**config.mk**
```make
export PLATFORM = sky130hd
export DESIGN_NAME = latch_write_sequencer_flat
export DESIGN_NICKNAME = d
export VERILOG_FILES = /design/src/rtl/latch_write_sequencer_if.sv /design/src/rtl/latch_write_sequencer.sv /design/src/flat_wrapper.sv
export SDC_FILE = /design/constraint.sdc
export NUM_CORES = 1
export LEC_CHECK = 0
export CORE_ASPECT_RATIO = 1.4
export CORE_UTILIZATION = 42
export CTS_CLUSTER_DIAMETER = 50
export CTS_CLUSTER_SIZE = 25
export DETAILED_ROUTE_END_ITERATION = 10
export PLACE_DENSITY = 0.92
export SYNTH_ARGS = -nofsm -noshare
export SYNTH_HDL_FRONTEND = slang
export SYNTH_SLANG_ARGS = --single-unit
```
**constraint.sdc**
```tcl
create_clock -name clk -period 1.75 [get_ports clk]
set_input_delay 0.35 -clock clk [delete_from_list [all_inputs] [get_ports clk]]
set_output_delay 0.35 -clock clk [all_outputs]
set_load 0.05 [all_outputs]
```
**src/rtl/latch_write_sequencer_if.sv**
```systemverilog
// Request/acknowledge and latch-array bus for latch_write_sequencer.
// AW may be widened beyond $clog2(NCELL) so out-of-range word addresses can be expressed.
interface latch_write_sequencer_if #(
  parameter int NREQ  = 4,
  parameter int WIDTH = 8,
  parameter int NCELL = 8,
  parameter int AW    = (NCELL > 1) ? $clog2(NCELL) : 1
);
  logic [NREQ-1:0]       req;
  logic [NREQ*AW-1:0]    req_addr;
  logic [NREQ*WIDTH-1:0] req_data;
  logic [NREQ-1:0]       ack;
  logic                  err;
  logic                  busy;
  logic [2:0]            gnt_id;
  logic [WIDTH-1:0]      lat_d;
  logic [NCELL-1:0]      lat_gate;

  modport master (
    output req, req_addr, req_data,
    input  ack, err, busy, gnt_id, lat_d, lat_gate
  );

  modport slave (
    input  req, req_addr, req_data,
    output ack, err, busy, gnt_id, lat_d, lat_gate
  );
endinterface

```
**src/rtl/latch_write_sequencer.sv**
```systemverilog
// Arbitrated write sequencer for a gated-D latch word bank: setup, gate pulse, hold, ack.
// Define LWS_RR_ARB_EN for round-robin arbitration; otherwise lowest index wins.
module latch_write_sequencer #(
  parameter int NREQ     = 4,
  parameter int WIDTH    = 8,
  parameter int NCELL    = 8,
  parameter int AW       = (NCELL > 1) ? $clog2(NCELL) : 1,
  parameter int GATE_CYC = 2
) (
  input  logic                   clk,
  input  logic                   rst_n,
  latch_write_sequencer_if.slave bus
);

  localparam int CW = (GATE_CYC > 1) ? $clog2(GATE_CYC) : 1;
  localparam logic [CW-1:0] CNT_LOAD = CW'(GATE_CYC - 1);

  typedef enum logic [1:0] {
    IDLE  = 2'd0,
    SETUP = 2'd1,
    GATE  = 2'd2,
    HOLD  = 2'd3
  } state_t;

  state_t           r_state;
  state_t           w_state_nxt;
  logic [CW-1:0]    r_cnt;
  logic [CW-1:0]    w_cnt_nxt;

  logic [AW-1:0]    r_addr;
  logic [WIDTH-1:0] r_data;
  logic [2:0]       r_gnt_id;
  logic [NREQ-1:0]  r_ack;
  logic             r_err;
  logic             r_busy;
  logic [NCELL-1:0] r_lat_gate;

  logic             w_grant;
  logic [2:0]       w_sel_id;
  logic [AW-1:0]    w_sel_addr;
  logic [WIDTH-1:0] w_sel_data;
  logic             w_addr_ok;

  // First requester at or above 'start', searching upward with wrap-around.
  function automatic logic [2:0] f_pick(input logic [NREQ-1:0] req, input logic [2:0] start);
    logic [2:0] sel;
    logic       found;
    int         j;
    sel   = 3'd0;
    found = 1'b0;
    for (int k = 0; k < NREQ; k++) begin
      j = int'(start) + k;
      if (j >= NREQ) j = j - NREQ;
      if (!found && req[j]) begin
        found = 1'b1;
        sel   = 3'(j);
      end
    end
    return sel;
  endfunction

  function automatic logic [NCELL-1:0] f_gate_decode(input logic [AW-1:0] addr);
    logic [NCELL-1:0] dec;
    for (int c = 0; c < NCELL; c++) dec[c] = (int'(addr) == c);
    return dec;
  endfunction

  function automatic logic [NREQ-1:0] f_onehot(input logic [2:0] id);
    logic [NREQ-1:0] oh;
    for (int i = 0; i < NREQ; i++) oh[i] = (int'(id) == i);
    return oh;
  endfunction

  assign w_grant    = (r_state == IDLE) && (|bus.req);
  assign w_sel_addr = bus.req_addr[int'(w_sel_id)*AW +: AW];
  assign w_sel_data = bus.req_data[int'(w_sel_id)*WIDTH +: WIDTH];
  assign w_addr_ok  = (int'(r_addr) < NCELL);

`ifdef LWS_RR_ARB_EN
  logic [2:0] r_ptr;

  // Pointer sits one past the last grant so every requester gets a turn.
  always_ff @(posedge clk or negedge rst_n) begin
    if (!rst_n) begin
      r_ptr <= 3'd0;
    end else if (w_grant) begin
      r_ptr <= (int'(w_sel_id) == NREQ - 1) ? 3'd0 : w_sel_id + 3'd1;
    end
  end

  assign w_sel_id = f_pick(bus.req, r_ptr);
`else
  assign w_sel_id = f_pick(bus.req, 3'd0);
`endif

  always_ff @(posedge clk or negedge rst_n) begin
    if (!rst_n) begin
      r_state <= IDLE;
      r_cnt   <= '0;
    end else begin
      r_state <= w_state_nxt;
      r_cnt   <= w_cnt_nxt;
    end
  end

  always_comb begin
    w_state_nxt = r_state;
    w_cnt_nxt   = r_cnt;
    unique case (r_state)
      IDLE: begin
        if (w_grant) w_state_nxt = SETUP;
      end
      SETUP: begin
        w_state_nxt = GATE;
        w_cnt_nxt   = CNT_LOAD;
      end
      GATE: begin
        if (r_cnt == '0) w_state_nxt = HOLD;
        else             w_cnt_nxt   = r_cnt - CW'(1);
      end
      HOLD: begin
        w_state_nxt = IDLE;
      end
      default: begin
        w_state_nxt = IDLE;
      end
    endcase
  end

  // Requests are captured only at grant; later input changes cannot disturb the write.
  always_ff @(posedge clk or negedge rst_n) begin
    if (!rst_n) begin
      r_addr   <= '0;
      r_data   <= '0;
      r_gnt_id <= 3'd0;
    end else if (w_grant) begin
      r_addr   <= w_sel_addr;
      r_data   <= w_sel_data;
      r_gnt_id <= w_sel_id;
    end
  end

  // Outputs are registered from the next state so they line up with the state they describe.
  always_ff @(posedge clk or negedge rst_n) begin
    if (!rst_n) begin
      r_busy     <= 1'b0;
      r_lat_gate <= '0;
      r_ack      <= '0;
      r_err      <= 1'b0;
    end else begin
      r_busy     <= (w_state_nxt != IDLE);
      r_lat_gate <= ((w_state_nxt == GATE) && w_addr_ok) ? f_gate_decode(r_addr) : '0;
      r_ack      <= (w_state_nxt == HOLD) ? f_onehot(r_gnt_id) : '0;
      r_err      <= (w_state_nxt == HOLD) && !w_addr_ok;
    end
  end

  assign bus.ack      = r_ack;
  assign bus.err      = r_err;
  assign bus.busy     = r_busy;
  assign bus.gnt_id   = r_gnt_id;
  assign bus.lat_d    = r_data;
  assign bus.lat_gate = r_lat_gate;

  a_gate_onehot0: assert property (@(posedge clk) disable iff (!rst_n) $onehot0(r_lat_gate));
  a_ack_onehot0:  assert property (@(posedge clk) disable iff (!rst_n) $onehot0(r_ack));
  a_err_with_ack: assert property (@(posedge clk) disable iff (!rst_n) r_err |-> (|r_ack));

endmodule

```
**src/flat_wrapper.sv**
```systemverilog
// flat-port wrapper written by rule: the top's interface ports become plain ports
module latch_write_sequencer_flat 
#(
  parameter int NREQ     = 4,
  parameter int WIDTH    = 8,
  parameter int NCELL    = 8,
  parameter int AW       = (NCELL > 1) ? $clog2(NCELL) : 1,
  parameter int GATE_CYC = 2
)
  (clk, rst_n, bus_req, bus_req_addr, bus_req_data, bus_ack, bus_err, bus_busy, bus_gnt_id, bus_lat_d, bus_lat_gate);
  latch_write_sequencer_if #(.NREQ(NREQ), .WIDTH(WIDTH), .NCELL(NCELL), .AW(AW)) bus_i ();
  input  logic clk;
  input  logic rst_n;
  input wire logic [$bits(bus_i.req)-1:0] bus_req;
  input wire logic [$bits(bus_i.req_addr)-1:0] bus_req_addr;
  input wire logic [$bits(bus_i.req_data)-1:0] bus_req_data;
  output wire logic [$bits(bus_i.ack)-1:0] bus_ack;
  output wire logic [$bits(bus_i.err)-1:0] bus_err;
  output wire logic [$bits(bus_i.busy)-1:0] bus_busy;
  output wire logic [$bits(bus_i.gnt_id)-1:0] bus_gnt_id;
  output wire logic [$bits(bus_i.lat_d)-1:0] bus_lat_d;
  output wire logic [$bits(bus_i.lat_gate)-1:0] bus_lat_gate;
  assign bus_i.req = bus_req;
  assign bus_i.req_addr = bus_req_addr;
  assign bus_i.req_data = bus_req_data;
  assign bus_ack = bus_i.ack;
  assign bus_err = bus_i.err;
  assign bus_busy = bus_i.busy;
  assign bus_gnt_id = bus_i.gnt_id;
  assign bus_lat_d = bus_i.lat_d;
  assign bus_lat_gate = bus_i.lat_gate;
  latch_write_sequencer #(.NREQ(NREQ), .WIDTH(WIDTH), .NCELL(NCELL), .AW(AW), .GATE_CYC(GATE_CYC)) u_core (.clk(clk), .rst_n(rst_n), .bus(bus_i));
endmodule
```
# After elaboration in Yosys (flattened, before gate mapping)
# Index checks and enable logic that the tools add are counted.
# word_totals
ff_bits,30
in_bits,50
elab_cells,53
# op_classes
addsub,1
n_mul,1
n_eq_ne,15
shifts,2
n_mux,13
reduce_logical,13
# op_table
cell,count
$shiftx 12x32->3,1
$shiftx 32x7->8,1
$eq 3x3->1 const B,6
$eq 3x2->1 const B,3
$eq 2x2->1 const B,4
$mux 8,1
$pmux 2 s4,1
$logic_not 3->1,2
$mux 3,2
$mul 3x2->5 const B,1
$mux 1,5
$logic_and 1x1->1,4
$mux 2,2
$mux 4,1
$reduce_bool 2->1,2
$reduce_or 4->1,1
$eq 3x1->1 const B,1
$logic_not 1->1,3
$eq 2x1->1 const B,1
$logic_not 2->1,1
$pmux 1 s2,1
$sub 1x1->1 const B,1

# Logic depth before layout (Yosys ltp)
# Gate-level depths: netlist of the first run.
# depth
depth_word,12
depth_mapped,6
depth_no_buf,6

# Least setup slack after synthesis of the first run
# OpenSTA, ideal clock, no wires.
# synth_timing
path_type,reg-to-reg
startpoint,register u_core.r_state[0]
endpoint,register u_core.r_ack[3] (netlist: u_core.bus.ack[3])
setup_ps,120
arrival_time_ps,1441
path_slack_ps,188
stages_incl_launch_ff,7
synth_period_minus_slack_ps,1562
path_cell_list,dfrtp_1 > inv_1 > ha_1 > or2_2 > a21oi_4 > inv_2 > and4_1
# synth_via
elab_chain_len,6
# synth_lines
item,line,source
start: declaration,latch_write_sequencer.sv:25,state_t r_state;
start signal: assignment,latch_write_sequencer.sv:101,r_state <= w_state_nxt;
$logic_not 2->1,"latch_write_sequencer.sv:74, latch_write_sequencer.sv:109",
$logic_and 1x1->1,latch_write_sequencer.sv:74,assign w_grant = (r_state == IDLE) && (|bus.req);
$mux 2,latch_write_sequencer.sv:111,if (w_grant) w_state_nxt = SETUP;
$pmux 2 s4 (*),latch_write_sequencer.sv:109,unique case (r_state)
via u_core.w_state_nxt[0],latch_write_sequencer.sv:26,state_t w_state_nxt;
$eq 2x2->1 (*),latch_write_sequencer.sv:153,r_ack <= (w_state_nxt == HOLD) ? f_onehot(r_gnt_id) : '0;
$mux 4 (*),latch_write_sequencer.sv:153,
end signal: assignment,latch_write_sequencer.sv:153,
end: declaration,latch_write_sequencer.sv:33,logic [NREQ-1:0] r_ack;
# The timed path passes the listed nets; every way through them passes the cells marked *.
# A chain may end at the register's enable or synchronous reset.

# Worst setup path in the final report of the first run
# layout_timing
startpoint,register u_core.r_state[0]
endpoint,register u_core.r_lat_gate[3] (netlist: u_core.bus.lat_gate[3])
# layout_via
elab_chain_len,6
# layout_lines
item,line,source
$logic_not 2->1,"latch_write_sequencer.sv:74, latch_write_sequencer.sv:109",
$logic_and 1x1->1,latch_write_sequencer.sv:74,
$mux 2,latch_write_sequencer.sv:111,
$pmux 2 s4 (*),latch_write_sequencer.sv:109,
$eq 2x2->1 (*),latch_write_sequencer.sv:152,r_lat_gate <= ((w_state_nxt == GATE) && w_addr_ok) ? f_gate_decode(r_addr) : '0;
$mux 8 (*),latch_write_sequencer.sv:152,
end signal: assignment,latch_write_sequencer.sv:152,
end: declaration,latch_write_sequencer.sv:36,logic [NCELL-1:0] r_lat_gate;
# Mark *: on every way between the ends. The rest lies on a longest branch, timed or not.

==> summary.md, run 1 <==
| Metric | Value |
|---|---|
| Pwr Density | 1530 nW/um^2 |
| Crit path max fanout | 8 |
| Clk sinks | 29 |
| R2r setup slk | 0.14 ns |
| Seq/Total Area, Yosys | 0.431 |
| Layout cell share with drive strength beyond 1 | 0.197 |
| Final Slew Violations | 0 |
| Pre-Repair DR Iteration Count | 4 |
| Status | finished, final reports clean |
| Port Buf Inserts | ~70 |
| Via count | 1551 |
| Vias per inst | 5.15 |
| Initial antenna violation count | 0 |
| Layout net count | 310 |
| Post-Syn Instances | around 180 |
| Final WL | 3.74 mm |
| Post-synthesis average cell area | 9.25 sq um |
| Post-CTS Setup Bufs | 0 |
| Hold Vio Cnt, Final | 0 |
| Die area | ~4300 sq um |
| Core area | 3740 sq um |
| Diodes inserted | 0 |
| Post-layout minimum cycle time | 1.61 ns |
| GRT overflow | 0 |
| Synth unique cells | 34 |
| CTS clk-pin slew, worst paths | approximately 0.06 ns |
| Max frequency | just over 0.6 GHz |
| Latest clock arrival within the worst-skew pair | 0.28 ns |
| CTS Buffer Depth | 2 |
| FP Rows | 26 |
| Wire per inst | approximately 12 um |
| CTS Buf Count | 5 |
| Most area-consuming cells after synthesis | dfrtp_1 (43%), a22o_1 (5.7%), and3b_1 (5.7%) |
| First-pass GRT wire length | ~6.3 mm |
| # IOs | 75 |
| Placement Setup Slack | -0.172 ns |
| H-tree levels | 2 |
| GR Util All Layers | 0.185 |
| Die Wd | 55.5 um |
| Total power | 3.84 mW |
| Remaining antenna violation count | 0 |
| Worst reg-to-reg path cell count | 5 |
| CTS tree | built |
| Worst Hold Class | in -> async |
| Number of global-route vias before repair | roughly 1500 |
| DRT iter0 DRCs | 24 |
| Maxcap violations | 0 |
| Max VDD drop | 1450 uV |
| Fill count | 292 |
| Setup Skew | 0.00403 ns |
| Final instance area | 2500 sq um |
| Final core occ | 0.670 |
| Pleak | between 1 and 1.5 nW |
| WP data required | roughly 2.0 ns |
| Critical path arrival | 1.81 ns |
| Drt drc | 0 |
| Initial Utilization | 0.450 |
| Largest area contributor in the netlist | dfrtp_1 |
| RSZ-0062 raised after global routing | false |
| Dpl hpwl | 2.93 mm |
| Hold buffer count at cts | 0 |
| CTS root buffer | clkbuf_8 |
| Synthesized area | approximately 1700 sq um |
| Setup-failing EPs final | 0 |
| CP endpoint kind | flop |
| Setup ws final | ~0.14 ns |
| Largest net degree at the start of global routing | 36 |
| Crit path launch type | flop |
| Number of synthesized register bits | 29 |
| R2r startpoint | u_core.r_state[0]$_DFF_PN0_ |
| Top-area cell type share of the netlist area | 0.431 |
| Syn-to-layout area delta | 48.8% |
| Worst Path Class, Setup | reg -> reg |
| R2r endpoint | u_core.bus.lat_gate[3]$_DFF_PN0_ |
| Placed Area | around 2400 sq um |
| Final worst-path cycle share | 0.918 |
| Synth Warn # | 0 |
| GP Congestion | 0.804 |
| Die H | 76.9 um |
## worst max-delay path by stage
stage,startpoint,end
2_1_floorplan,u_core.r_state[0]$_DFF_PN0_,u_core.bus.ack[3]$_DFF_PN0_
3_3_place_gp,bus_req[3],u_core.bus.ack[3]$_DFF_PN0_
3_5_place_dp,bus_req[1],u_core.bus.lat_d[4]$_DFFE_PN0P_
4_1_cts,u_core.r_state[0]$_DFF_PN0_,u_core.bus.ack[2]$_DFF_PN0_
5_1_grt,u_core.r_state[0]$_DFF_PN0_,u_core.bus.lat_gate[3]$_DFF_PN0_
6_report,u_core.r_state[0]$_DFF_PN0_,u_core.bus.lat_gate[3]$_DFF_PN0_
## layout by cell type (no fill, tap or decap), types with 2 or more instances in the layout
master	instances
a21oi_1	13
a22o_1	11
a31oi_1	11
and2b_1	3
and3b_1	11
buf_4	33
clkbuf_8	5
clkdlybuf4s50_1	49
clkinv_2	2
conb_1	2
dfrtp_1	29
inv_1	15
nand2_1	3
nand3b_1	12
nor2_1	16
nor2b_1	8
nor3_1	3
nor4b_1	2
o21a_1	2
o21ai_0	11
## layer usage
| layer | up-vias | wire length (um) | GRT usage |
|---|---|---|---|
| met5 | - | 0 | 0 |
| met4 | 0 | 109 | 0.105 |
| met3 | 10 | 162 | 0.0320 |
| met2 | 46 | 1950 | 0.327 |
| met1 | 701 | 1510 | 0.206 |
| li1 | 794 | - | - |
## cells by family after synthesis
family | after synthesis | synth area share
and+or+nand+nor | 66 | 0.256
AOI/OAI and AO/OA | 54 | 0.220
buffers and inverters | 30 | 0.0758
DFF | 29 | 0.431
adders and majority gates | 2 | 0.0149
other | 1 | 0.00223
## synth_stat cells
cell      count
o21a_1        2
inv_1        15
nand3_1       1
o221a_2       1
o21bai_1      1
buf_6         1
and4_1        1
or2_2         1
conb_1        1
a21oi_1      13
a211o_1       1
a22o_1       11
and2b_1       3
dfrtp_1      29
nand3b_1     12
and3b_1      11
nor4_4        1
o41a_4        1
nor3_1        3
inv_2         1
o21ai_1       1
a21oi_4       1
nor2b_1       8
nand2_1       3
clkbuf_1     11
o21ai_0      11
nor2_1       17
ha_1          2
or3_1         1
nor4b_1       2
nor4_1        1
nor3_2        1
buf_4         2
a31oi_1      11
## through the flow
step / TNS [ns] / hold WS (ns) / std cells
CTS: 0 / 0.454 / 301
global route: 0 / 0.478 / 301
finish: 0 / 0.444 / 301
detailed placement: -2.26 / 0.526 / 293
global placement: -1.27 / 0.517 / 293
floorplan: 0 / 0.0544 / 183
## cell type report
| cell class | instances | area (sq um) | area share |
|---|---|---|---|
| multi-input combinational | 124 | 842 | 0.336 |
| timing repair buffer | 82 | 738 | 0.295 |
| sequential | 29 | 726 | 0.290 |
| clock buffer | 5 | 68.8 | 0.0275 |
| inverter | 16 | 60.1 | 0.0240 |
| tap | 42 | 52.6 | 0.0210 |
| clock inverter | 3 | 17.5 | 0.00699 |
## state kept, by name, summed over array words and instances, names as in the netlist
signal and count:
u_core.r_cnt 1, u_core.r_state 2, u_core.bus.lat_gate 8, u_core.bus.ack 4, u_core.bus.gnt_id 2, u_core.bus.lat_d 8
u_core.r_addr 3, u_core.bus.busy 1
## power by group
part / total [mW] / internal, mW / switching [mW]
clock network: 0.524 / 0.273 / 0.251
registers: 1.13 / 0.939 / 0.192
logic: 2.19 / 0.791 / 1.40
total: 3.84 / 2.00 / 1.84
## worst max-delay path, stage by stage, from the launching register on
cell and delay (ns):
dfrtp_1 0.34, inv_1 0.06, ha_2 0.24, or2_2 0.35, a211o_1 0.36, nor3_2 0.17
## timing repair
item	CTS	global route
setup endpoints to repair	0	6
endpoints found under the hold margin	0	0
resized for setup	0	3
No activity file was read; power rests on OpenSTA's default activity.
==> inputs of run 2 (changes only) <==
--- a/config.mk
+++ b/config.mk
@@ -11,6 +11,7 @@
 export CTS_CLUSTER_SIZE = 25
 export DETAILED_ROUTE_END_ITERATION = 10
 export PLACE_DENSITY = 0.92
+export SKIP_LAST_GASP = 1
 export SYNTH_ARGS = -nofsm -noshare
 export SYNTH_HDL_FRONTEND = slang
 export SYNTH_SLANG_ARGS = --single-unit
==> results of run 2 <==
The final DEF is identical to that of run 1; final timing and power are the same.
